**src/rtl/pipeline_hazard_controller.sv**
```systemverilog
// rtl/pipeline_hazard_controller.sv - stall/flush sequencer for the 5-stage RV32I pipeline
//
// Purpose:
//   Drives the PC and pipeline-register enables plus flush/bubble controls
//   for load-use hazards, taken branches resolved in EX and multi-cycle
//   data-memory accesses. A small FSM covers the boot bubble, memory wait
//   and a sticky memory-timeout fault.
//
// Configuration:
//   STALL_COUNTER_EN - when defined, adds the stall_count output and counter.
//
// Ports:
//   clk, reset_n           pipeline clock, asynchronous active-low reset
//   id_rs1/id_rs2          source register indices of the ID instruction
//   id_uses_rs1/_rs2       ID instruction actually reads that source
//   ex_mem_read, ex_rd     EX instruction is a load, and its destination
//   ex_branch_taken        branch in EX resolved taken
//   mem_req, dmem_ready    MEM stage access in progress / completes this cycle
//   pc_enable .. ex_mem_enable   register load enables
//   if_id_flush, id_ex_flush     NOP/bubble insertion into IF/ID and ID/EX
//   mem_wb_bubble          MEM/WB captures a bubble
//   fault                  sticky memory-timeout error
//   stall_count            stall-cycle counter (STALL_COUNTER_EN only)

module pipeline_hazard_controller #(
  parameter int MEM_TIMEOUT = 64,
  parameter int CNT_W       = 32
) (
  input  logic       clk,
  input  logic       reset_n,
  input  logic [4:0] id_rs1,
  input  logic [4:0] id_rs2,
  input  logic       id_uses_rs1,
  input  logic       id_uses_rs2,
  input  logic       ex_mem_read,
  input  logic [4:0] ex_rd,
  input  logic       ex_branch_taken,
  input  logic       mem_req,
  input  logic       dmem_ready,
  output logic       pc_enable,
  output logic       if_id_enable,
  output logic       id_ex_enable,
  output logic       ex_mem_enable,
  output logic       if_id_flush,
  output logic       id_ex_flush,
  output logic       mem_wb_bubble,
  output logic       fault
`ifdef STALL_COUNTER_EN
  ,
  output logic [CNT_W-1:0] stall_count
`endif
);

  if (CNT_W < 1 || MEM_TIMEOUT < 0) begin : g_bad_params
    $error("pipeline_hazard_controller: CNT_W must be >= 1 and MEM_TIMEOUT >= 0");
  end

  typedef enum logic [1:0] {
    ST_BOOT     = 2'd0,
    ST_RUN      = 2'd1,
    ST_MEM_WAIT = 2'd2,
    ST_FAULT    = 2'd3
  } state_t;

  // Wide enough to hold MEM_TIMEOUT itself (the saturation value).
  localparam int WAIT_W = (MEM_TIMEOUT > 0) ? $clog2(MEM_TIMEOUT + 1) : 1;
  localparam logic [WAIT_W-1:0] WAIT_MAX  = WAIT_W'(MEM_TIMEOUT);
  localparam logic [WAIT_W-1:0] WAIT_LAST = (MEM_TIMEOUT > 0) ? WAIT_W'(MEM_TIMEOUT - 1) : '0;

  state_t            state;
  state_t            state_next;
  logic [WAIT_W-1:0] wait_cnt;
  logic [WAIT_W-1:0] wait_cnt_next;

  logic freeze;
  logic rs1_hit;
  logic rs2_hit;
  logic load_use;
  logic active;
  logic timeout_hit;

  // A pending access with no completion freezes everything up to EX/MEM;
  // dmem_ready without mem_req has no effect.
  assign freeze   = mem_req & ~dmem_ready;
  assign rs1_hit  = id_uses_rs1 && (id_rs1 == ex_rd);
  assign rs2_hit  = id_uses_rs2 && (id_rs2 == ex_rd);
  // x0 is hardwired zero, so a load targeting it never creates a dependency.
  assign load_use = ex_mem_read && (ex_rd != 5'd0) && (rs1_hit || rs2_hit);
  assign active   = (state == ST_RUN) || (state == ST_MEM_WAIT);

  // wait_cnt holds the number of freeze cycles already completed, so when it
  // reads MEM_TIMEOUT-1 the current cycle is the MEM_TIMEOUT-th one.
  assign timeout_hit = (MEM_TIMEOUT != 0) && freeze && (wait_cnt == WAIT_LAST);

  always_comb begin
    wait_cnt_next = '0;
    if (active && freeze) begin
      wait_cnt_next = (wait_cnt == WAIT_MAX) ? wait_cnt : wait_cnt + 1'b1;
    end
  end

  always_comb begin
    state_next = state;
    case (state)
      ST_BOOT: state_next = ST_RUN;
      ST_RUN: begin
        if (freeze) begin
          state_next = timeout_hit ? ST_FAULT : ST_MEM_WAIT;
        end
      end
      ST_MEM_WAIT: begin
        if (freeze) begin
          state_next = timeout_hit ? ST_FAULT : ST_MEM_WAIT;
        end else begin
          state_next = ST_RUN;
        end
      end
      ST_FAULT: state_next = ST_FAULT;
    endcase
  end

  always_ff @(posedge clk or negedge reset_n) begin
    if (!reset_n) begin
      state    <= ST_BOOT;
      wait_cnt <= '0;
    end else begin
      state    <= state_next;
      wait_cnt <= wait_cnt_next;
    end
  end

  // Output resolution: boot, fault, freeze, branch, load-use, normal.
  always_comb begin
    pc_enable     = 1'b1;
    if_id_enable  = 1'b1;
    id_ex_enable  = 1'b1;
    ex_mem_enable = 1'b1;
    if_id_flush   = 1'b0;
    id_ex_flush   = 1'b0;
    mem_wb_bubble = 1'b0;
    fault         = 1'b0;

    if (state == ST_BOOT) begin
      pc_enable     = 1'b0;
      if_id_enable  = 1'b0;
      id_ex_enable  = 1'b0;
      ex_mem_enable = 1'b0;
      if_id_flush   = 1'b1;
      id_ex_flush   = 1'b1;
      mem_wb_bubble = 1'b1;
    end else if (state == ST_FAULT) begin
      pc_enable     = 1'b0;
      if_id_enable  = 1'b0;
      id_ex_enable  = 1'b0;
      ex_mem_enable = 1'b0;
      mem_wb_bubble = 1'b1;
      fault         = 1'b1;
    end else if (freeze) begin
      // Branch and load-use are held off; they re-evaluate when the access completes.
      pc_enable     = 1'b0;
      if_id_enable  = 1'b0;
      id_ex_enable  = 1'b0;
      ex_mem_enable = 1'b0;
      mem_wb_bubble = 1'b1;
    end else if (ex_branch_taken) begin
      // The ID instruction is discarded, so any load-use against it is moot.
      if_id_flush = 1'b1;
      id_ex_flush = 1'b1;
    end else if (load_use) begin
      // Hold PC and IF/ID one cycle; ID/EX loads a bubble while the load advances.
      pc_enable    = 1'b0;
      if_id_enable = 1'b0;
      id_ex_flush  = 1'b1;
    end
  end

`ifdef STALL_COUNTER_EN
  always_ff @(posedge clk or negedge reset_n) begin
    if (!reset_n) begin
      stall_count <= '0;
    end else if (active && !pc_enable) begin
      stall_count <= stall_count + 1'b1;
    end
  end
`endif

endmodule

```
**config.mk**
```make
export PLATFORM = sky130hd
export DESIGN_NAME = pipeline_hazard_controller
export DESIGN_NICKNAME = d
export VERILOG_FILES = /design/src/rtl/pipeline_hazard_controller.sv
export SDC_FILE = /design/constraint.sdc
export NUM_CORES = 1
export LEC_CHECK = 0
export BUFFER_PORTS_ARGS = -buffer_cell sky130_fd_sc_hd__buf_4
export CORE_MARGIN = 3
export CORE_UTILIZATION = 40
export DETAILED_ROUTE_END_ITERATION = 8
export GPL_TIMING_DRIVEN = 1
export PLACE_DENSITY = 0.76
export SKIP_LAST_GASP = 1
export SYNTH_ARGS = -nofsm -noshare
export SYNTH_HDL_FRONTEND = slang
export SYNTH_SLANG_ARGS = --single-unit
```
**constraint.sdc**
```tcl
create_clock -name clk -period 2.2 [get_ports clk]
set_input_delay 0.22 -clock clk [delete_from_list [all_inputs] [get_ports clk]]
set_output_delay 0.22 -clock clk [all_outputs]
set_load 0.1 [all_outputs]
```
======== Word-level counts from Yosys, hierarchy flattened ========
Cells that the tools add are included.
Widths: inputs -> output; s select.
operators by class
  add/sub/neg operators ................... 1
  eq/ne operators ......................... 9
  multiplexer cells ....................... 28
  bitwise operators ....................... 2
  reductions and logical operators ........ 10
operators by type and width
  cell                 count
  $mux 1               23
  $mux 7               2
  $eq 5x5->1           2
  $pmux 2 s4           1
  $add 7x1->7 const B  1
  $eq 7x6->1 const B   1
  $eq 7x7->1 const B   1
  $logic_and 1x1->1    6
  $reduce_bool 5->1    1
  $eq 2x2->1 const B   2
  $mux 2               2
  $ne 2x2->1 const B   2
  $eq 2x1->1 const B   1
  $logic_not 2->1      1
  $logic_or 1x1->1     2
  $and 1x1->1          1
  $not 1->1            1
word-level totals
  bits in registers ....................... 9

======== Logic depth before layout (Yosys ltp) ========
Gate-level depths: netlist of the first run.
  word-level depth ........................ 9
  gate-level depth with buffers ........... 6

======== Least setup slack after synthesis of the first run ========
OpenSTA, ideal clock, no wires.
  path type ............................... register to output
  start point ............................. register state[0]
  end point ............................... output port pc_enable
  arrival time ............................ 3.842 ns
  required time ........................... 1.980 ns
  setup slack ............................. -1.862 ns
  stages on the path, launching flop included .. 6
  buffers on the path ..................... 1
  cell sequence ........................... dfrtp_1 -> ha_1 -> or3_1 -> inv_2 -> o31a_1 -> buf_4
on the way
  longest elaborated chain between the ends .. 3
RTL lines
  what                      RTL line  text
  start: declaration        70        state_t state;
  start signal: assignment  127       state <= state_next;
  $eq 2x2->1                151       end else if (state == ST_FAULT) begin
  $mux 1                    --
  $mux 1 *                  --
  end: declaration          40        output logic pc_enable,
Every way passes the cells marked *; elsewhere a longest branch is shown, timed or not.

======== Final worst setup path of the first run ========
  start point ............................. register state[0]
  end point ............................... output port if_id_enable
on the way
  longest elaborated chain between the ends .. 3
RTL lines
  what              RTL line  text
  $eq 2x2->1        151
  $mux 1            151
  $mux 1 *          143       if (state == ST_BOOT) begin
  end: declaration  41        output logic if_id_enable,
Marked as above.

==> flow_summary.json, run 1 <==
{
  "end_kind": "output pin",
  "io_buffers": 30,
  "grt_first_pass_wirelength_mm": 2.68,
  "hold_path_class": "in -> async",
  "post-route-cell-area_um2": 1050,
  "setup-violations-final": 0,
  "numClockSinks": 9,
  "clk_pin_slew_worst_paths_ns": 0.07,
  "post_syn_nets": 108,
  "drtAntennaViolNets": 0,
  "fin_tns_setup_ns": 0,
  "grt.overflow.total": 0,
  "cts_made_buffers": 3,
  "syn_to_final_growth_pct": 46.4,
  "seq_area_frac_synth_pct": 31.4,
  "synth_flop_cell": "sky130_fd_sc_hd__dfrtp_1",
  "cts_tree": "yes",
  "first_global_vias": 688,
  "die_x_um": 48.3,
  "postSynthRegisterBits": 9,
  "drt_first_iter_violations": 4,
  "pre_cts_ws_ns": 0.292,
  "avgRoutedWirePerCell_um": 11.2,
  "final_critical_path_setup_slack_ns": 0.111,
  "timing.critical_path.arrival_ns": 1.87,
  "category_of_the_most_critical_setup_path": "reg -> out",
  "diodes": 0,
  "timing.hold.ws_ns": 0.302,
  "timing_worst_slew_pin_value_ns": 0.578,
  "proportion_of_layout_cells_with_a_drive_suffix_above_1_pct": 37.8,
  "run_status": "finished clean",
  "timing.reg2reg.worst_path_depth": 5,
  "synth_enable_flop_cells": 0,
  "die_area_um2": 2340,
  "cell_accounting_for_the_most_synthesized_area": "sky130_fd_sc_hd__dfrtp_1",
  "drcViolationCount": 0,
  "dp.cells": 130,
  "finalClockSkew_ns": 0.0116,
  "reg2reg_to": "state[0]",
  "vias_per_cell": 4.76,
  "critical_path_peak_fanout": 5,
  "finalWeightedCongestion": 0.784,
  "synth.yosys.warnings": 0,
  "grt_setup_unrepaired": "no",
  "post_synth.cell_area_avg_um2": 9.08,
  "synthesis.area_um2": 717,
  "hold_viol": 0,
  "async_reset_ff_share_pct": 100,
  "yosys.cell_types.count": 30,
  "die_height_um": 48.3,
  "leakagePower_nw": 0.495,
  "final_util_pct": 65.9,
  "fp.coreArea_um2": 1590,
  "layout.cells.non_filler": 135,
  "wirelength_mm": 1.51,
  "timing.reg2reg.setup_slack_ns": 0.70,
  "fp-row-count": 14,
  "power_per_cell_area_nw_per_um2": 1480,
  "route.vias.total": 642,
  "initial_utilization_pct": 45.0,
  "timing.final.crit_share_pct": 95.0,
  "worst_ep_required_time_ns": 1.98,
  "synthDominantCellAreaShare_pct": 31.4,
  "finalCriticalPeriod_ns": 2.09,
  "post-layout-total-power_mw": 1.56,
  "maxCapViolCount": 0,
  "leading_post_synthesis_cells_by_cell_area": "sky130_fd_sc_hd__dfrtp_1, sky130_fd_sc_hd__xor2_1, sky130_fd_sc_hd__ha_1, sky130_fd_sc_hd__xnor2_1, sky130_fd_sc_hd__nor2_1",
  "cts_root_buf": "sky130_fd_sc_hd__clkbuf_4",
  "critical_path.startpoint_type": "flip-flop",
  "detail_route.first_pass.iterations": 4,
  "detailed_place.area_um2": 1000,
  "grt_antenna_before_repair": 0,
  "insertion_delay_ns": 0.27,
  "dp_hpwl_mm": 1.30,
  "layout.nets": 141,
  "largest_net_degree_at_the_start_of_global_routing": 10,
  "slew-limit-headroom_pct": 61.4,
  "layout_common_cells": "sky130_fd_sc_hd__buf_4, sky130_fd_sc_hd__xor2_1, sky130_fd_sc_hd__nor2_1, sky130_fd_sc_hd__dfrtp_1, sky130_fd_sc_hd__inv_1",
  "grt_util_all_layers_pct": 14.1,
  "layout_commonest_cell": "sky130_fd_sc_hd__buf_4",
  "clock_path_buffers": 2,
  "crit-reg2reg-launch": "wait_cnt[0]",
  "ir_worst_vdd_mv": 1.50,
  "slew_violations": 0,
  "design.portCount": 31,
  "ctsHtreeMaxLevel": 1,
  "synthCells": 79,
  "fmax_mhz": 479
}
==> kinds of logic (layout without fill, tap and decap cells) <==
| family | after synthesis | after routing | synth area share (%) |
|---|---|---|---|
| buffers and inverters | 10 | 42 | 6.28 |
| XOR/XNOR | 15 | 15 | 18.3 |
| adder cells (fa/ha/maj) | 6 | 6 | 10.5 |
| AND/OR/NAND/NOR | 26 | 26 | 20.1 |
| multiplexers | 1 | 1 | 1.40 |
| AO/OA/AOI/OAI | 12 | 12 | 12.0 |
| flip-flops | 9 | 9 | 31.4 |
==> cells in the mapped netlist (2+ instances only) <==
library cell and count:
sky130_fd_sc_hd__nand3_1 3, sky130_fd_sc_hd__or3_1 2, sky130_fd_sc_hd__buf_4 2, sky130_fd_sc_hd__xor2_1 11, sky130_fd_sc_hd__xnor2_1 4, sky130_fd_sc_hd__inv_1 6, sky130_fd_sc_hd__nor2_1 7, sky130_fd_sc_hd__nand2_1 4
sky130_fd_sc_hd__nor4_1 2, sky130_fd_sc_hd__dfrtp_1 9, sky130_fd_sc_hd__a21oi_1 5, sky130_fd_sc_hd__ha_1 6
==> sequential cells by signal, indices dropped and copies added (netlist names) <==
name / flops
state: 2
wait_cnt: 7
==> routing by layer <==
layer  vias up  GRT usage (%)  share of wire (%)
met3         2           3.07                4.8
met4         0           4.27                1.3
met2        19           25.2                 51
met1       287           16.7                 43
met5         -              0                  0
li1        334              -                  -
==> where the power goes <==
part | internal (mW) | total, mW | switching (mW)
clock network | 0.0699 | 0.131 | 0.0606
logic | 0.317 | 1.19 | 0.869
registers | 0.196 | 0.240 | 0.0443
total | 0.583 | 1.56 | 0.974
==> area by class of cell <==
type	instances	area, um2
fillers	136	544
multi-input cells	60	484
repair buffers	31	243
flip-flops and latches	9	228
inverters	7	38.8
well taps	24	30.0
clock buffers	4	26.3
==> how the worst max path moves through the flow <==
stage / start / endpoint / slack (ns) / cells after the start
after floorplan: state[1] / pc_enable / -0.11 / 5
after global placement: state[0] / if_id_enable / 0.33 / 6
after detailed placement: state[0] / if_id_enable / 0.29 / 6
after CTS: state[0] / if_id_enable / -0.003 / 6
after global routing: state[0] / if_id_enable / 0.05 / 6
final: state[0] / if_id_enable / 0.11 / 6
==> timing repair <==
action                                  CTS  global route
buffers inserted                          0             0
pin swaps                                 0             0
resized for setup                         0             4
hold buffers                              1             0
endpoints found under the setup margin    1             2
endpoints found under the hold margin     9             0
==> critical path, stage by stage (launching register included) <==
cell	delay (ns)
sky130_fd_sc_hd__dfrtp_2	0.42
sky130_fd_sc_hd__inv_1	0.08
sky130_fd_sc_hd__ha_1	0.23
sky130_fd_sc_hd__or3_4	0.44
sky130_fd_sc_hd__inv_12	0.07
sky130_fd_sc_hd__o31a_4	0.14
sky130_fd_sc_hd__buf_6	0.22
(Power assumes the default switching activity.)
==> run 2: changes to the inputs <==
--- a/config.mk
+++ b/config.mk
@@ -7,10 +7,11 @@
 export LEC_CHECK = 0
 export BUFFER_PORTS_ARGS = -buffer_cell sky130_fd_sc_hd__buf_4
 export CORE_MARGIN = 3
-export CORE_UTILIZATION = 40
+export CORE_UTILIZATION = 49
+export CTS_CLUSTER_SIZE = 25
 export DETAILED_ROUTE_END_ITERATION = 8
 export GPL_TIMING_DRIVEN = 1
-export PLACE_DENSITY = 0.76
+export PLACE_DENSITY = 0.89
 export SKIP_LAST_GASP = 1
 export SYNTH_ARGS = -nofsm -noshare
 export SYNTH_HDL_FRONTEND = slang
==> run 2 against run 1 <==
  * First-iteration DRC count grew 25%
  * Register-to-register slack got worse by 0.03 ns
  * Final cell count decreased by 6.7%
  * Combinational power hardly changed
  * Sequential power hardly changed
  * Worst setup slack gained 0.0095 ns
  * Core utilization increased by 12 points
  * Routed wire length increased by 8.7%
  * Fmax increased by 0.46%
  * Clock skew decreased by 0.010 ns
  * Sequential share of layout area is 0.24 points higher
  * Critical path type unchanged
  * Highest routed layer unchanged
==> flow_summary.json, run 2 (synthesis gave the netlist of run 1 again) <==
{
  "die_area_um2": 1960,
  "insertion_delay_ns": 0.25,
  "run_status": "finished clean",
  "die_x_um": 44.3,
  "diodes": 0,
  "wirelength_mm": 1.64,
  "worst_ep_required_time_ns": 1.98,
  "regMostFlops": "wait_cnt",
  "ctsHtreeMaxLevel": 1,
  "power_per_cell_area_nw_per_um2": 1500,
  "fin_tns_setup_ns": 0,
  "detailed_place.area_um2": 992,
  "ir_worst_vdd_mv": 2.39,
  "final_util_pct": 77.9,
  "layout.nets": 141,
  "hold_path_class": "in -> async",
  "end_kind": "output pin",
  "hold_viol": 0,
  "cts_made_buffers": 3,
  "critical_path.startpoint_type": "flip-flop",
  "critical_path.startpoint": "state[0]",
  "fmax_mhz": 481,
  "grt_util_met1_pct": 21.2,
  "first_global_vias": 693,
  "drtAntennaViolNets": 0,
  "multiInputGateArea_um2": 484,
  "layout_top_registers": "wait_cnt (7), state (2)",
  "io_buffers": 30,
  "leakagePower_nw": 0.495,
  "num-fill-cells": 98,
  "clk_pin_slew_worst_paths_ns": 0.06,
  "grt_util_all_layers_pct": 20.2,
  "cts_root_buf": "sky130_fd_sc_hd__clkbuf_4",
  "category_of_the_most_critical_setup_path": "reg -> out",
  "seq_area_um2": 228,
  "finalCriticalPeriod_ns": 2.08,
  "proportion_of_layout_cells_with_a_drive_suffix_above_1_pct": 37.8,
  "setup-violations-final": 0,
  "grt_setup_unrepaired": "no",
  "largest_net_degree_at_the_start_of_global_routing": 10,
  "slew_violations": 0,
  "timing.hold.ws_ns": 0.321,
  "power.share.combinational_pct": 76.6,
  "vias_per_cell": 5.28,
  "grt_first_pass_wirelength_mm": 2.86,
  "switchingPower_mw": 0.973,
  "finalWeightedCongestion": 0.755,
  "sequentialPowerShare_pct": 15.4,
  "critical_path_peak_fanout": 5,
  "route.vias.total": 665,
  "crit-reg2reg-launch": "wait_cnt[0]",
  "fp.coreArea_um2": 1330,
  "layout_commonest_cell": "sky130_fd_sc_hd__buf_4",
  "timing.final.crit_share_pct": 94.5,
  "drt_first_iter_violations": 5,
  "timing.reg2reg.worst_path_depth": 5,
  "numClockSinks": 9,
  "grt.overflow.total": 0,
  "timing.critical_path.arrival_ns": 1.86,
  "avgRoutedWirePerCell_um": 13.0,
  "post-layout-total-power_mw": 1.56,
  "clock_power_share_pct": 8.0,
  "detail_route.first_pass.iterations": 6,
  "clock_path_buffers": 2,
  "grtUsageMet2_pct": 35.2,
  "layout_common_cells": "sky130_fd_sc_hd__buf_4, sky130_fd_sc_hd__xor2_1, sky130_fd_sc_hd__nor2_1, sky130_fd_sc_hd__dfrtp_1, sky130_fd_sc_hd__inv_1",
  "slew-limit-headroom_pct": 60.7,
  "timing_worst_slew_pin_value_ns": 0.589,
  "maxCapViolCount": 0,
  "initial_utilization_pct": 53.8,
  "global_route.peak_usage_layer": "met2",
  "switching_share_pct": 62.5,
  "syn_to_final_growth_pct": 44.9,
  "met3_usage_pct": 4.47,
  "drcViolationCount": 0,
  "grt_antenna_before_repair": 0,
  "finalClockSkew_ns": 0.00117,
  "fp-row-count": 13,
  "cts_tree": "yes",
  "dp_hpwl_mm": 1.43,
  "design.portCount": 31,
  "flip_flop_count_of_the_largest_register_after_layout": 7,
  "die_height_um": 44.3,
  "post-route-cell-area_um2": 1040,
  "cell_internal_pwr_mw": 0.583,
  "cts.repair_timing.setup_buffer_count": 0
}
## run 2: cell counts in the layout (fill, tap and decap cells not counted)
No cell type changed its count.
## run 2: timing repair
| action | CTS | global route |
|---|---|---|
| endpoints found under the setup margin | 0 | 2 |
| gates resized for setup | 0 | 4 |
| hold endpoints to repair | 9 | 0 |
| hold buffers | 1 | 0 |
## run 2: layer usage
layer | vias to the layer above | wire length, um
li1 | 330 | -
met1 | 306 | 592
met2 | 25 | 889
met3 | 4 | 114
met4 | 0 | 45
met5 | - | 0
## run 2: path summary, 6_finish.rpt
path	end	slack (ns)
worst max-delay path	if_id_enable	0.12
worst min-delay path	wait_cnt[4]	0.32
worst max register to register	state[0]	0.67
worst min register to register	state[1]	0.57
max in group asynchronous	state[0]	1.73
min in group clk	state[1]	0.40
## run 2: layout make-up
type | instances | share of cell area (%)
well taps | 15 | 1.81
multi-input cells | 60 | 46.6
repair buffers | 31 | 23.4
flip-flops and latches | 9 | 21.9
inverters | 7 | 3.73
clock buffers | 4 | 2.53
## run 2: worst max-delay path, cell delays in order (launching register included)
cell	delay, ns
sky130_fd_sc_hd__dfrtp_2	0.42
sky130_fd_sc_hd__inv_1	0.08
sky130_fd_sc_hd__ha_1	0.23
sky130_fd_sc_hd__or3_4	0.45
sky130_fd_sc_hd__inv_12	0.07
sky130_fd_sc_hd__o31a_4	0.14
sky130_fd_sc_hd__buf_6	0.22
## run 2: power by group through the flow
| stage | clock (mW) | combinational, mW | sequential, mW |
|---|---|---|---|
| floorplan | 0 | 1.03 | 0.230 |
| global placement | 0 | 1.16 | 0.236 |
| detailed placement | 0 | 1.18 | 0.239 |
| CTS | 0.131 | 1.18 | 0.236 |
| global route | 0.139 | 1.26 | 0.247 |
| finish | 0.125 | 1.19 | 0.240 |
## run 2: stage by stage
step	setup slack, ns	std cells
2_1_floorplan	-0.109	79
3_3_place_gp	0.319	121
3_5_place_dp	0.295	121
4_1_cts	0.00363	126
5_1_grt	0.0465	126
6_report	0.120	126
==> run 3: changes to the inputs <==
--- a/config.mk
+++ b/config.mk
@@ -8,10 +8,10 @@
 export BUFFER_PORTS_ARGS = -buffer_cell sky130_fd_sc_hd__buf_4
 export CORE_MARGIN = 3
 export CORE_UTILIZATION = 49
-export CTS_CLUSTER_SIZE = 25
 export DETAILED_ROUTE_END_ITERATION = 8
 export GPL_TIMING_DRIVEN = 1
 export PLACE_DENSITY = 0.89
+export RECOVER_POWER = 25
 export SKIP_LAST_GASP = 1
 export SYNTH_ARGS = -nofsm -noshare
 export SYNTH_HDL_FRONTEND = slang
==> run 3 against run 2 <==
  * Global-route usage stayed put
  * First-iteration DRC count stayed put
  * Final cell count stayed put
  * Sequential cell count stayed put
  * Clock power hardly changed
  * Via count is 0.15% lower
  * Clock-buffer cell count stayed put
  * Critical path type unchanged
==> flow_summary.json, run 3 (synthesis gave the netlist of run 1 again) <==
{
  "slew_violations": 0,
  "ctsHtreeMaxLevel": 1,
  "leakagePower_nw": 0.491,
  "grt_first_pass_wirelength_mm": 2.86,
  "worst_ep_required_time_ns": 1.98,
  "fin_tns_setup_ns": 0,
  "avgRoutedWirePerCell_um": 13.0,
  "timing.hold.ws_ns": 0.397,
  "timing.critical_path.slowest_stage_cell": "sky130_fd_sc_hd__or3_4",
  "cts_made_buffers": 3,
  "run_status": "finished clean",
  "post-route-cell-area_um2": 1030,
  "hold_viol": 0,
  "fmax_mhz": 481,
  "power_per_cell_area_nw_per_um2": 1500,
  "fp-row-count": 13,
  "final_critical_path_setup_slack_ns": 0.120,
  "critical_path_peak_fanout": 5,
  "setup-violations-final": 0,
  "clk_pin_slew_worst_paths_ns": 0.06,
  "drtAntennaViolNets": 0,
  "proportion_of_layout_cells_with_a_drive_suffix_above_1_pct": 36.9,
  "cts.repair_timing.setup_buffer_count": 0,
  "finalCriticalPeriod_ns": 2.08,
  "diodes": 0,
  "die_area_um2": 1960,
  "slew-limit-headroom_pct": 60.7,
  "end_kind": "output pin",
  "initial_utilization_pct": 53.8,
  "design.portCount": 31,
  "syn_to_final_growth_pct": 44.3,
  "insertion_delay_ns": 0.25,
  "numClockSinks": 9,
  "timing.critical_path.arrival_ns": 1.86,
  "fp.coreArea_um2": 1330,
  "critical_path.startpoint_type": "flip-flop",
  "layout_commonest_cell": "sky130_fd_sc_hd__buf_4",
  "grt.overflow.total": 0,
  "regMostFlops": "wait_cnt",
  "hold_path_class": "in -> reg",
  "timing.final.crit_share_pct": 94.5,
  "detailed_place.area_um2": 992,
  "drcViolationCount": 0,
  "io_buffers": 30,
  "cts_root_buf": "sky130_fd_sc_hd__clkbuf_4",
  "maxCapViolCount": 0,
  "route.vias.total": 664,
  "critical_path.max_stage_delay_ns": 0.45,
  "wirelength_mm": 1.64,
  "critical_path_cell_list": "inv_1 > ha_1 > or3_4 > inv_12 > o31a_4 > buf_6",
  "timing_worst_slew_pin_value_ns": 0.589,
  "dp_hpwl_mm": 1.43,
  "clock_path_buffers": 2,
  "grt_antenna_before_repair": 0,
  "drt_first_iter_violations": 5,
  "pre_cts_ws_ns": 0.295,
  "layout_common_cells": "sky130_fd_sc_hd__buf_4, sky130_fd_sc_hd__xor2_1, sky130_fd_sc_hd__nor2_1, sky130_fd_sc_hd__dfrtp_1, sky130_fd_sc_hd__inv_1",
  "layout_top_registers": "wait_cnt (7), state (2)",
  "die_x_um": 44.3,
  "finalClockSkew_ns": 0.000530,
  "layout.nets": 141,
  "flip_flop_count_of_the_largest_register_after_layout": 7,
  "cts_tree": "yes",
  "vias_per_cell": 5.27,
  "first_global_vias": 693,
  "grt_util_all_layers_pct": 20.2,
  "ir_worst_vdd_mv": 2.39,
  "die_height_um": 44.3,
  "largest_net_degree_at_the_start_of_global_routing": 10,
  "grt_setup_unrepaired": "no",
  "finalWeightedCongestion": 0.755,
  "post-layout-total-power_mw": 1.56,
  "detail_route.first_pass.iterations": 6,
  "category_of_the_most_critical_setup_path": "reg -> out"
}
run 3: metal layers:
metal / global-route usage [%] / part of all wire (%) / up-vias
li1: - / - / 330
met1: 21.2 / 36 / 305
met2: 35.2 / 54 / 25
met3: 4.47 / 7.0 / 4
met4: 14.5 / 2.7 / 0
met5: 0 / 0 / -
run 3: worst paths after layout:
check                      slack, ns           end   startpoint  depth (start not counted)
min reg2reg                     0.57      state[1]     state[1]                          1
max                             0.12  if_id_enable     state[0]                          6
max reg2reg                     0.67      state[0]  wait_cnt[0]                          5
max in group asynchronous       1.41      state[1]      reset_n                          2
min in group asynchronous       0.44   wait_cnt[0]      reset_n                          2
min                             0.40      state[1]   dmem_ready                          4
run 3: power breakdown:
part / total (mW) / leakage [nW] / internal [mW] / switching, mW
combinational: 1.19 / 0.358 / 0.316 / 0.874
clock: 0.125 / 0.0150 / 0.0698 / 0.0553
sequential: 0.240 / 0.118 / 0.196 / 0.0441
total: 1.56 / 0.491 / 0.582 / 0.973
run 3: stage by stage:
stage / instances / util [%]
2_1_floorplan: 79 / -
3_3_place_gp: 121 / 74.4
3_5_place_dp: 121 / 74.4
4_1_cts: 126 / 77.1
5_1_grt: 126 / 77.6
6_report: 126 / 77.6
run 3: area by class of cell:
cell class	instances	area, um2
Tap cell	15	18.8
Timing Repair Buffer	31	239
Fill cell	100	299
Clock buffer	4	26.3
Inverter	7	38.8
Sequential cell	9	228
Multi-Input combinational cell	60	484
run 3: worst max-delay path, delay by kind of cell (launching register included):
kind | cells | cell delay [ns]
AND/OR/NAND/NOR | 1 | 0.45
flip-flops | 1 | 0.42
buffers and inverters | 3 | 0.37
adder cells (fa/ha/maj) | 1 | 0.23
AO/OA/AOI/OAI | 1 | 0.14
run 3: repair_timing:
| action | CTS | global route |
|---|---|---|
| endpoints found under the setup margin | 0 | 2 |
| hold buffers | 1 | 0 |
| gates resized for setup | 0 | 4 |
| hold endpoints to repair | 9 | 0 |
